==> src/rtl/multu_hilo_pkg.sv <==
// Shared funct codes and multiplier FSM encoding.
// Imported by the HI/LO multiplier and the result-select mux.
package multu_hilo_pkg;

    localparam logic [5:0] F_ADD   = 6'b100000;
    localparam logic [5:0] F_SUB   = 6'b100010;
    localparam logic [5:0] F_AND   = 6'b100100;
    localparam logic [5:0] F_OR    = 6'b100101;
    localparam logic [5:0] F_SLT   = 6'b101010;
    localparam logic [5:0] F_SRL   = 6'b000010;
    localparam logic [5:0] F_MFHI  = 6'b010000;
    localparam logic [5:0] F_MFLO  = 6'b010010;
    localparam logic [5:0] F_MULTU = 6'd25;

    localparam logic [1:0] S_IDLE = 2'd0;
    localparam logic [1:0] S_RUN  = 2'd1;
    localparam logic [1:0] S_DONE = 2'd2;

endpackage

==> src/rtl/multu_step.sv <==
// One shift-add iteration of the unsigned multiplier.
// The adder carry lands in the product MSB on the shift.
module multu_step #(
    parameter int WIDTH = 32
) (
    input  logic [2*WIDTH-1:0] prod,
    input  logic [WIDTH-1:0]   mcand,
    output logic [2*WIDTH-1:0] nxt
);

    logic [WIDTH:0] s;

    // conditional add of the multiplicand, then shift right by one
    always_comb begin
        s = {1'b0, prod[2*WIDTH-1:WIDTH]};
        if (prod[0]) begin
            s = {1'b0, prod[2*WIDTH-1:WIDTH]} + {1'b0, mcand};
        end
        nxt = {s, prod[WIDTH-1:1]};
    end

endmodule

==> src/rtl/multu_hilo.sv <==
// Sequential unsigned multiplier owning the HI/LO pair.
// HI/LO change only on the edge that ends the last iteration.
module multu_hilo
    import multu_hilo_pkg::*;
#(
    parameter int         WIDTH       = 32,
    parameter logic [5:0] MULTU_FUNCT = F_MULTU
) (
    input  logic             clk,
    input  logic             rst_n,
    input  logic [WIDTH-1:0] dataA,
    input  logic [WIDTH-1:0] dataB,
    input  logic [5:0]       Signal,
    output logic [WIDTH-1:0] HiOut,
    output logic [WIDTH-1:0] LoOut,
    output logic             busy,
    output logic             done
);

    localparam int CW = $clog2(WIDTH) + 1;
    localparam logic [CW-1:0] LAST = CW'(WIDTH - 1);

    logic [1:0]         state;
    logic [2*WIDTH-1:0] prod;
    logic [2*WIDTH-1:0] nxt;
    logic [WIDTH-1:0]   mcand;
    logic [CW-1:0]      cnt;

    multu_step #(
        .WIDTH(WIDTH)
    ) u_step (
        .prod (prod),
        .mcand(mcand),
        .nxt  (nxt)
    );

    // control FSM, iteration counter and HI/LO commit
    always_ff @(posedge clk or negedge rst_n) begin
        if (!rst_n) begin
            state <= S_IDLE;
            prod  <= '0;
            mcand <= '0;
            cnt   <= '0;
            HiOut <= '0;
            LoOut <= '0;
            busy  <= 1'b0;
            done  <= 1'b0;
        end else begin
            done <= 1'b0;
            unique case (state)
                S_IDLE: begin
                    if (Signal == MULTU_FUNCT) begin
                        mcand <= dataA;
                        prod  <= {{WIDTH{1'b0}}, dataB};
                        cnt   <= '0;
                        busy  <= 1'b1;
                        state <= S_RUN;
                    end
                end
                S_RUN: begin
                    prod <= nxt;
                    cnt  <= cnt + 1'b1;
                    if (cnt == LAST) begin
                        HiOut <= nxt[2*WIDTH-1:WIDTH];
                        LoOut <= nxt[WIDTH-1:0];
                        busy  <= 1'b0;
                        done  <= 1'b1;
                        state <= S_DONE;
                    end
                end
                S_DONE: begin
                    state <= S_IDLE;
                end
                default: begin
                    state <= S_IDLE;
                end
            endcase
        end
    end

endmodule

==> config.mk <==
export PLATFORM = sky130hd
export DESIGN_NAME = multu_hilo
export DESIGN_NICKNAME = d
export VERILOG_FILES = /design/src/rtl/multu_hilo_pkg.sv /design/src/rtl/multu_step.sv /design/src/rtl/multu_hilo.sv
export SDC_FILE = /design/constraint.sdc
export NUM_CORES = 1
export LEC_CHECK = 0
export ABC_AREA = 1
export BUFFER_PORTS_ARGS = -buffer_cell sky130_fd_sc_hd__buf_2
export CAP_MARGIN = 20
export CORE_ASPECT_RATIO = 0.75
export CORE_MARGIN = 3
export CORE_UTILIZATION = 45
export CTS_BUF_LIST = sky130_fd_sc_hd__clkbuf_8
export DETAILED_ROUTE_END_ITERATION = 8
export GPL_ROUTABILITY_DRIVEN = 0
export PLACE_DENSITY = 0.65
export SYNTH_ARGS = -nofsm -noshare
export SYNTH_HDL_FRONTEND = slang
export SYNTH_SLANG_ARGS = --single-unit
==> constraint.sdc <==
create_clock -name clk -period 2.65 [get_ports clk]
set_input_delay 0.6625 -clock clk [delete_from_list [all_inputs] [get_ports clk]]
set_output_delay 0.6625 -clock clk [all_outputs]
set_load 0.01 [all_outputs]
# Word-level counts from Yosys, hierarchy flattened
# Cells that the tools add are included.
# totals
reg_bits,170
input_bits,72
wordCells,35
# classes
addsub,2
eq_ne,5
mux,13
n_reduce_logical,7
# op_table
op,count
$pmux 64 s2,1
$mux 64,1
$add 32x32->33,1
$mux 33,1
$eq 6x5->1 const B,2
$pmux 6 s2,1
$reduce_and 2->1,4
$add 6x1->6 const B,1
$mux 6,1
$mux 1,4
$mux 2,2
$ne 2x2->1 const B,2
$pmux 2 s2,1
$reduce_and 3->1,1
$eq 2x1->1 const B,1
$logic_not 2->1,1
$pmux 1 s2,1
$reduce_bool 2->1,1

# Longest topological paths before layout
# Gate-level depths: netlist of the first run.
# logic_depth
depth_word,3
depth_mapped,13
mapped_depth_nobuf,13

# By module
# From an unflattened synthesis of the first run, not the netlist that was laid out.
# unflattened
cells_unflattened,1425
area_unflattened_um2,10057.1
# modules_own_cells
mod,instances,cells_each,area_each_um2
multu_hilo,1,814,7016.7
multu_step,1,611,3040.4

# Worst setup path before layout of the first run
# No wires, ideal clock.
# synth_timing
path_kind,register -> register
from,reg prod[32]
to,reg prod[51]
setup_ps,126
arrival_ps,1784
slack_ps,740
path_stages_with_launch,13
n_path_buf,0
synth_period_minus_slack_ps,1910
path_cell_list,dfrtp_1 -> ha_1 -> fa_1 -> nand3_1 -> nand3_1 -> nand3_1 -> nand3_1 -> nand2_1 -> nand2_1 -> nand2_1 -> nand3_1 -> nand3_1 -> o21ai_0
# synth_between
elab_chain_len,3
# synth_lines
item,line_no,rtl
"start, declared",multu_hilo.sv:24,logic [2*WIDTH-1:0] prod;
"start signal, assigned",multu_hilo.sv:54,"prod <= {{WIDTH{1'b0}}, dataB};"
"start signal, assigned",multu_hilo.sv:61,prod <= nxt;
$add 32x32->33,multu_step.sv:17,"s = {1'b0, prod[2*WIDTH-1:WIDTH]} + {1'b0, mcand};"
$mux 33,multu_step.sv:16,if (prod[0]) begin
$pmux 64 s2,multu_hilo.sv:50,unique case (state)
# No other way between the ends.
# A chain may end at the register's enable or synchronous reset.

# Final worst setup path of the first run
# layout_timing
from,reg prod[32]
to,reg HiOut[29]
# layout_between
elab_chain_len,2
# layout_lines
item,line_no,rtl
$add 32x32->33,multu_step.sv:17,
$mux 33,multu_step.sv:16,
"end signal, assigned",multu_hilo.sv:64,HiOut <= nxt[2*WIDTH-1:WIDTH];
"end, declared",multu_hilo.sv:14,"output logic [WIDTH-1:0] HiOut,"
# No other way between the ends.

==> results.sh, run 1 <==
export IMPL_ant_nets=0
export IMPL_wl_per_cell_microns=14.8
export IMPL_cp_endpoint="HiOut[29]$_DFFE_PN0P_"
export IMPL_r2r_cells=12
export IMPL_grt_pass1_vias=7563
export IMPL_die_area_sq_um=22400
export IMPL_clk_pin_slew_ns=0.10
export IMPL_yosysTopAreaCell="dfrtp_1"
export IMPL_cts_setup_buffers=0
export IMPL_synth_ff_type="dfrtp_1"
export IMPL_tns_ns=0
export IMPL_place_hpwl_microns=17100
export IMPL_routed_via_density=5.07
export IMPL_num_io_pins=138
export IMPL_rsz0062_at_grt="no"
export IMPL_syn_mean_instance_area_sq_um=7.81
export IMPL_power_share_clock=0.323
export IMPL_yosysTopAreaCellShare=0.459
export IMPL_initial_utilization=0.468
export IMPL_cts_hold_buf=0
export IMPL_skew_ns=0.0180
export IMPL_yosysSeqAreaShare=0.459
export IMPL_postPlaceCellArea_sq_um=10200
export IMPL_final_cell_area_sq_um=10600
export IMPL_clockRootBuffer="clkbuf_8"
export IMPL_drc_errors=0
export IMPL_timing_final_crit_share=0.843
export IMPL_grt_pass1_wl_microns=38000
export IMPL_p_per_area_nw_per_um2=593
export IMPL_dr_pass1_iters=5
export IMPL_vdd_ir_drop_worst_mv=0.329
export IMPL_cp_common_cell="nand2_1"
export IMPL_diodes=0
export IMPL_holdWs_ns=0.0445
export IMPL_clock_latency_ns=0.48
export IMPL_critical_path_class="reg2reg"
export IMPL_hold_path_class="in2async"
export IMPL_async_flop_share=1.00
export IMPL_p_leak_nw=6.03
export IMPL_die_height_microns=130
export IMPL_worst_pin_slew_ns=0.632
export IMPL_syn_cell_area_sq_um=9260
export IMPL_path_cells="ha_1, fa_1, nand2_1, nand3_2, nand2_1, nand2_1, nand2_1, nand2_1, nand2_1, nand3_1, nand3_1, nand2_1"
export IMPL_ys_ff_latch=170
export IMPL_critPathLaunch="prod[32]$_DFFE_PN0P_"
export IMPL_synth_edf_count=0
export IMPL_status="completed"
export IMPL_internal_power_w=0.00428
export IMPL_ys_warn_count=0
export IMPL_num_vias=8002
export IMPL_crit_family="simple AND/OR/NAND/NOR gates"
export IMPL_core_area_sq_um=19800
export IMPL_critPathLaunchType="register"
export IMPL_cts_buffers=17
export IMPL_post_route_min_period_ns=2.24
export IMPL_cts_htree_levels=4
export IMPL_syn_nets=1291
export IMPL_pwr_share_comb=0.204
export IMPL_globalRouteOverflowTotal=0
export IMPL_worst_setup_path_end_kind="register"
export IMPL_fin_util=0.537
export IMPL_synth_area_leaders="dfrtp_1 46%, nand2_1 16%, inv_1 6.8%"
export IMPL_fin_total_pwr_w=0.00630
export IMPL_worstReg2RegEnd="HiOut[29]$_DFFE_PN0P_"
export IMPL_final_nets=1420
export IMPL_track_usage=0.215
export IMPL_setup_viol=0
export IMPL_maxCapViolCount=0
export IMPL_r2r_slack_ns=0.41
export IMPL_grt_max_degree=90
export IMPL_p_switching_w=0.00203
export IMPL_cts_resized=0
export IMPL_path_depth=12
export IMPL_critical_path_max_stage_delay_ns=0.44
export IMPL_timing_final_hold_violations=0
export IMPL_cp_arrival_ns=2.59
export IMPL_drive_above_1_share=0.181
export IMPL_synthToLayoutAreaGrowth_pct=14.7
export IMPL_pwr_share_seq=0.473
export IMPL_fmax_mhz=447
export IMPL_switching_share=0.321
export IMPL_r2r_start="prod[32]$_DFFE_PN0P_"
export IMPL_cts_buffer_depth=2
export IMPL_synthTopCellsByCount="386 x nand2_1, 170 x dfrtp_1, 167 x inv_1, 95 x nand3_1, 54 x a21oi_1"
export IMPL_regArea_sq_um=4250
export IMPL_fp_dieW_microns=172
export IMPL_clock_sinks=170
export IMPL_maxSlewHeadroom=0.578
export IMPL_ys_types=35
export IMPL_path_buf_inv=0
export IMPL_cp_max_fo=5
export IMPL_drt_iter0_drc=665
export IMPL_wirelength_microns=23400
export IMPL_port_buffers=137
export IMPL_required_ns=3.01
export IMPL_antenna_found_initial=0
export IMPL_rows=44
export IMPL_cts_tree="yes"
export IMPL_synthCells=1185
export IMPL_slew_viol_final=0
export IMPL_multi_input_area_sq_um=4140
export IMPL_nFillCells=1916
export IMPL_crit_slowest_cell="fa_1"
export IMPL_yosysMostFrequentCell="nand2_1"
-- metrics by stage --
step                      std cells  worst slack, ns
after global routing           1579            0.289
final                          1579            0.415
after CTS                      1579            0.431
after detailed placement       1548            0.436
after global placement         1548            0.486
after floorplan                1185            0.740
-- power by group through the flow --
| stage | registers (W) | logic, W | clock network, W |
|---|---|---|---|
| after floorplan | 0.00298 | 0.000915 | 0 |
| after global placement | 0.00302 | 0.00126 | 0 |
| after detailed placement | 0.00303 | 0.00128 | 0 |
| after CTS | 0.00298 | 0.00129 | 0.00208 |
| after global routing | 0.00301 | 0.00147 | 0.00219 |
| final | 0.00298 | 0.00129 | 0.00204 |
-- state kept, by name, summed over array words and instances (netlist names) --
name and count:
busy 1, done 1, prod 64, HiOut 32, cnt 6, state 2, LoOut 32, mcand 32
-- final cells by class --
| class | count | share of cell area |
|---|---|---|
| clock inverters | 13 | 0.0170 |
| inverters | 172 | 0.0609 |
| repair buffers | 150 | 0.0791 |
| clock buffers | 18 | 0.0233 |
| flip-flops and latches | 170 | 0.401 |
| well taps | 253 | 0.0298 |
| multi-input cells | 803 | 0.389 |
-- layout by cell type, fill, tap and decap left out, drive strengths merged, types with 5 or more instances in the layout --
cell type / n
buf: 150
clkbuf: 18
xnor2: 13
or2: 12
inv: 177
mux2: 32
nand2: 389
o21ai: 69
dfrtp: 170
nor2: 50
nand3: 97
ha: 33
a21oi: 54
nor3: 5
o22ai: 34
-- cell families after synthesis --
kind of cell | count (synthesis) | synth area share
buf+inv | 212 | 0.0958
flops | 170 | 0.459
simple gates | 560 | 0.250
fa+ha+maj | 34 | 0.0468
xor+xnor | 13 | 0.0123
compound gates | 164 | 0.0969
mux | 32 | 0.0389
-- worst min path at each step --
stage	to	start	slack, ns	depth (start not counted)
final	prod[9]$_DFFE_PN0P_	rst_n	0.04	1
after detailed placement	HiOut[1]$_DFFE_PN0P_	HiOut[1]$_DFFE_PN0P_	0.46	2
after global routing	prod[2]$_DFFE_PN0P_	rst_n	0.04	1
after global placement	busy$_DFFE_PN0P_	busy$_DFFE_PN0P_	0.46	2
after CTS	LoOut[6]$_DFFE_PN0P_	rst_n	0.04	1
after floorplan	HiOut[0]$_DFFE_PN0P_	rst_n	0.37	0
-- routing by layer --
layer | global-route usage | vias up | routed length, microns
met3 | 0.0421 | 26 | 1460
met2 | 0.317 | 216 | 9650
met5 | 0 | - | 0
met1 | 0.329 | 3725 | 12000
met4 | 0.0501 | 0 | 284
li1 | - | 4035 | -
No activity file was read; power rests on OpenSTA's default activity.
==> run 2: changes to the inputs <==
PLACE_DENSITY = 0.68   (was 0.65)
clock period = 1.9 ns   (was 2.65 ns; I/O delays follow)
==> results.sh, run 2 (synthesis gave the netlist of run 1 again) <==
export IMPL_status="finished with violations"
export IMPL_violations="setup timing"
export IMPL_clockRootBuffer="clkbuf_8"
export IMPL_hold_path_class="in2reg"
export IMPL_crit_slowest_cell="dfrtp_1"
export IMPL_place_hpwl_microns=17800
export IMPL_wirelength_microns=25300
export IMPL_clock_sinks=170
export IMPL_globalRouteOverflowTotal=0
export IMPL_clk_pin_slew_ns=0.10
export IMPL_cp_max_fo=4
export IMPL_final_cell_mix="338 x nand2_1, 169 x dfrtp_1, 160 x inv_1, 136 x buf_2, 70 x nand3_1"
export IMPL_worstReg2RegEnd="prod[42]$_DFFE_PN0P_"
export IMPL_antenna_found_initial=0
export IMPL_critical_path_max_stage_delay_ns=0.42
export IMPL_grt_max_degree=61
export IMPL_drive_above_1_share=0.321
export IMPL_path_depth=11
export IMPL_fin_util=0.602
export IMPL_ant_nets=0
export IMPL_drc_errors=0
export IMPL_p_leak_nw=6.49
export IMPL_cts_tree="yes"
export IMPL_worst_pin_slew_ns=0.472
export IMPL_wl_per_cell_microns=15.5
export IMPL_final_nets=1473
export IMPL_num_io_pins=138
export IMPL_dr_pass1_iters=7
export IMPL_critPathLaunchType="register"
export IMPL_cts_htree_levels=4
export IMPL_r2r_cells=11
export IMPL_fp_dieW_microns=172
export IMPL_r2r_start="prod[41]$_DFFE_PN0P_"
export IMPL_fin_ws_ns=-0.108
export IMPL_clock_latency_ns=0.46
export IMPL_path_cells="ha_4, nand2_4, inv_1, nand2_1, nand2_1, nand3b_1, buf_4, xnor2_1, nand2_1, nand3_1, o21ai_0"
export IMPL_vdd_ir_drop_worst_mv=0.421
export IMPL_grt_pass1_wl_microns=40000
export IMPL_rsz0062_at_grt="yes"
export IMPL_critPathLaunch="prod[41]$_DFFE_PN0P_"
export IMPL_diodes=0
export IMPL_cts_buffers=17
export IMPL_maxCapViolCount=0
export IMPL_core_area_sq_um=19800
export IMPL_cp_arrival_ns=2.35
export IMPL_cp_endpoint="prod[42]$_DFFE_PN0P_"
export IMPL_synthToLayoutAreaGrowth_pct=28.5
export IMPL_cp_common_cell="nand2_1"
export IMPL_fmax_mhz=498
export IMPL_setup_viol=23
export IMPL_dp_slack_ns=-0.224
export IMPL_drt_iter0_drc=604
export IMPL_slew_viol_final=0
export IMPL_grt_pass1_vias=7856
export IMPL_mostFrequentLayoutCell="nand2_1"
export IMPL_largest_register_ffs=64
export IMPL_required_ns=2.24
export IMPL_worst_setup_path_end_kind="register"
export IMPL_regMostFlops="prod"
export IMPL_rows=44
export IMPL_post_route_min_period_ns=2.01
export IMPL_routed_via_density=5.15
export IMPL_r2r_slack_ns=-0.11
export IMPL_timing_final_hold_violations=0
export IMPL_skew_ns=0.0138
export IMPL_p_per_area_nw_per_um2=808
export IMPL_crit_family="simple AND/OR/NAND/NOR gates"
export IMPL_critical_path_class="reg2reg"
export IMPL_die_height_microns=130
export IMPL_track_usage=0.225
export IMPL_port_buffers=137
export IMPL_initial_utilization=0.468
export IMPL_holdWs_ns=0.228
export IMPL_num_vias=8403
export IMPL_maxSlewHeadroom=0.685
export IMPL_cts_buffer_depth=2
export IMPL_die_area_sq_um=22400
export IMPL_timing_final_crit_share=1.06
export IMPL_path_buf_inv=2
run 2: power breakdown:
part	internal, W	leakage, nW	total, W	switching, W
registers	0.00393	2.05	0.00421	0.000276
logic	0.00111	4.22	0.00251	0.00140
clock network	0.00146	0.225	0.00290	0.00143
total	0.00651	6.49	0.00962	0.00311
run 2: metrics by stage:
stage                     total power (W)  instance area (sq um)  setup TNS [ns]  instances
after floorplan                   0.00543                   9260               0       1185
after global placement            0.00615                  10600           -2.27       1589
after detailed placement          0.00619                  10600           -3.55       1589
after CTS                         0.00931                  11400         -0.0484       1624
after global routing               0.0101                  11900           -5.49       1632
final                             0.00962                  11900           -1.10       1632
run 2: worst register-to-register path: stages (launching register included):
cell,delay [ns]
dfrtp_1,0.42
ha_4,0.28
nand2_4,0.08
inv_1,0.06
nand2_1,0.08
nand2_1,0.08
nand3b_1,0.28
buf_4,0.21
xnor2_1,0.13
nand2_1,0.09
nand3_1,0.08
o21ai_0,0.08
run 2: timing repair:
item	in CTS	in global routing
buffers inserted	3	9
hold buffers	1	0
pin swaps	10	19
gates resized for setup	64	123
hold endpoints to repair	43	0
endpoints found under the setup margin	46	56
run 2: routing by layer:
| layer | global-route usage | share of wire |
|---|---|---|
| met1 | 0.336 | 0.49 |
| met2 | 0.347 | 0.44 |
| met3 | 0.0430 | 0.063 |
| met4 | 0.0421 | 0.0095 |
| met5 | 0 | 0 |
run 2: cell type report:
| type | instances | area [sq um] |
|---|---|---|
| sequential | 170 | 4260 |
| fill | 1740 | 7870 |
| tap | 253 | 317 |
| clock inverter | 10 | 154 |
| inverter | 172 | 647 |
| timing repair buffer | 203 | 1290 |
| clock buffer | 21 | 289 |
| multi-input combinational | 803 | 4940 |
run 2: worst min-delay path by stage:
stage / startpoint / to / slack, ns / depth (start not counted)
after floorplan: rst_n / HiOut[0]$_DFFE_PN0P_ / 0.18 / 0
after global placement: rst_n / HiOut[5]$_DFFE_PN0P_ / 0.44 / 1
after detailed placement: rst_n / LoOut[4]$_DFFE_PN0P_ / 0.44 / 1
after CTS: dataA[26] / mcand[26]$_DFFE_PN0P_ / 0.20 / 2
after global routing: dataA[26] / mcand[26]$_DFFE_PN0P_ / 0.21 / 2
final: dataA[29] / mcand[29]$_DFFE_PN0P_ / 0.23 / 2
==> run 3: changes to the inputs <==
==> constraint.sdc (replaced) <==
create_clock -name clk -period 1.9 [get_ports clk]
set_input_delay 0 -clock clk [delete_from_list [all_inputs] [get_ports clk]]
set_output_delay 0 -clock clk [all_outputs]
set_load 0.01 [all_outputs]
==> results.sh, run 3 (synthesis gave the netlist of run 1 again) <==
export IMPL_port_buffers=137
export IMPL_required_ns=2.27
export IMPL_synthToLayoutAreaGrowth_pct=34.2
export IMPL_fin_ws_ns=-0.0679
export IMPL_r2r_start="mcand[1]$_DFFE_PN0P_"
export IMPL_postPlaceCellArea_sq_um=10500
export IMPL_maxSlewHeadroom=0.277
export IMPL_maxCapViolCount=0
export IMPL_slew_viol_final=0
export IMPL_p_per_area_nw_per_um2=775
export IMPL_hold_path_class="in2async"
export IMPL_status="finished with violations"
export IMPL_vdd_ir_drop_worst_mv=0.410
export IMPL_die_area_sq_um=22400
export IMPL_wirelength_microns=25700
export IMPL_fp_dieW_microns=172
export IMPL_worst_setup_path_end_kind="register"
export IMPL_fin_util=0.629
export IMPL_fmax_mhz=508
export IMPL_p_leak_nw=6.69
export IMPL_rsz0062_at_grt="yes"
export IMPL_initial_utilization=0.468
export IMPL_drc_errors=0
export IMPL_final_cell_area_sq_um=12400
export IMPL_r2r_cells=12
export IMPL_violations="setup timing"
export IMPL_timing_final_hold_violations=0
export IMPL_cp_arrival_ns=2.34
export IMPL_grt_pass1_wl_microns=41100
export IMPL_ant_nets=0
export IMPL_nFillCells=1694
export IMPL_die_height_microns=130
export IMPL_critPathLaunch="mcand[1]$_DFFE_PN0P_"
export IMPL_final_cell_mix="335 x nand2_1, 168 x dfrtp_1, 164 x inv_1, 136 x buf_2, 73 x nand3_1"
export IMPL_dp_slack_ns=-0.239
export IMPL_regMostFlops="prod"
export IMPL_tns_ns=-0.369
export IMPL_drt_iter0_drc=685
export IMPL_largest_register_ffs=64
export IMPL_clk_pin_slew_ns=0.10
export IMPL_grt_max_degree=59
export IMPL_num_io_pins=138
export IMPL_rows=44
export IMPL_fin_total_pwr_w=0.00963
export IMPL_track_usage=0.232
export IMPL_critical_path_class="reg2reg"
export IMPL_worstReg2RegEnd="prod[55]$_DFFE_PN0P_"
export IMPL_globalRouteOverflowTotal=0
export IMPL_routed_via_density=5.10
export IMPL_post_route_min_period_ns=1.97
export IMPL_clock_latency_ns=0.48
export IMPL_cts_htree_levels=4
export IMPL_num_vias=8634
export IMPL_grt_pass1_vias=8208
export IMPL_drive_above_1_share=0.301
export IMPL_worst_pin_slew_ns=1.08
export IMPL_cts_buffer_depth=2
export IMPL_cts_tree="yes"
export IMPL_antenna_found_initial=2
export IMPL_clock_sinks=170
export IMPL_cp_max_fo=4
export IMPL_r2r_slack_ns=-0.07
export IMPL_timing_final_crit_share=1.04
export IMPL_place_hpwl_microns=17400
export IMPL_core_area_sq_um=19800
export IMPL_cts_buffers=17
export IMPL_wl_per_cell_microns=15.2
export IMPL_critPathLaunchType="register"
export IMPL_clockRootBuffer="clkbuf_8"
export IMPL_dr_pass1_iters=5
export IMPL_mostFrequentLayoutCell="nand2_1"
export IMPL_skew_ns=0.0169
export IMPL_final_nets=1531
export IMPL_setup_viol=13
export IMPL_cp_endpoint="prod[55]$_DFFE_PN0P_"
run 3: changes by cell type in the layout (fill, tap and decap cells not counted), sizes merged:
cell | before | now
dlygate4sd3 | 1 | 65
buf | 202 | 196
clkbuf | 21 | 18
inv | 175 | 178
clkinv | 4 | 5
diode | 0 | 1
run 3: critical path: stages (launching register included):
cell	delay, ns
dfrtp_2	0.44
buf_4	0.14
fa_2	0.38
nand3_2	0.10
nand3_4	0.11
nand2_4	0.10
nand2_4	0.07
nand3_4	0.10
nand3_4	0.08
nand2_2	0.11
nand3_4	0.11
nand3_2	0.07
nand2_1	0.05
run 3: final cells by class:
| type | count | area, sq um | share of cell area |
|---|---|---|---|
| Multi-Input combinational cell | 803 | 4920 | 0.396 |
| Sequential cell | 170 | 4260 | 0.342 |
| Timing Repair Buffer | 261 | 1850 | 0.149 |
| Inverter | 172 | 647 | 0.0520 |
| Tap cell | 253 | 317 | 0.0255 |
| Clock buffer | 18 | 248 | 0.0199 |
| Clock inverter | 14 | 185 | 0.0149 |
| Antenna cell | 1 | 2.50 | 0.000201 |
run 3: per-stage QoR:
step,hold WS [ns],cells
floorplan,-0.296,1185
global placement,-0.0749,1583
detailed placement,-0.0770,1583
CTS,0.0571,1681
global route,0.0593,1692
finish,0.0656,1692
run 3: how the worst min path moves through the flow:
stage	start	end	slack [ns]
6_report	rst_n	LoOut[4]$_DFFE_PN0P_	0.07
5_1_grt	rst_n	LoOut[4]$_DFFE_PN0P_	0.06
4_1_cts	rst_n	LoOut[4]$_DFFE_PN0P_	0.06
3_5_place_dp	rst_n	LoOut[4]$_DFFE_PN0P_	-0.08
3_3_place_gp	rst_n	LoOut[4]$_DFFE_PN0P_	-0.07
2_1_floorplan	rst_n	HiOut[0]$_DFFE_PN0P_	-0.30
run 3: what timing repair did:
item,4_1_cts,5_1_grt
setup endpoints to repair,48,75
endpoints found under the hold margin,234,0
gates cloned,0,0
pin swaps,9,23
gates resized for setup,58,121
buffers inserted,0,10
hold buffers,66,0
run 3: power by group:
group | switching, W | internal [W] | total, W | leakage [nW]
Combinational | 0.00139 | 0.00116 | 0.00256 | 4.42
Sequential | 0.000274 | 0.00393 | 0.00421 | 2.05
Clock | 0.00149 | 0.00137 | 0.00287 | 0.225
Total | 0.00316 | 0.00647 | 0.00963 | 6.69
run 3: per-layer routing:
layer / track usage / share of wire / vias up
met5: 0 / 0.00051 / -
li1: - / - / 4263
met3: 0.0491 / 0.049 / 35
met4: 0.0615 / 0.017 / 2
met2: 0.354 / 0.44 / 232
met1: 0.338 / 0.50 / 4102
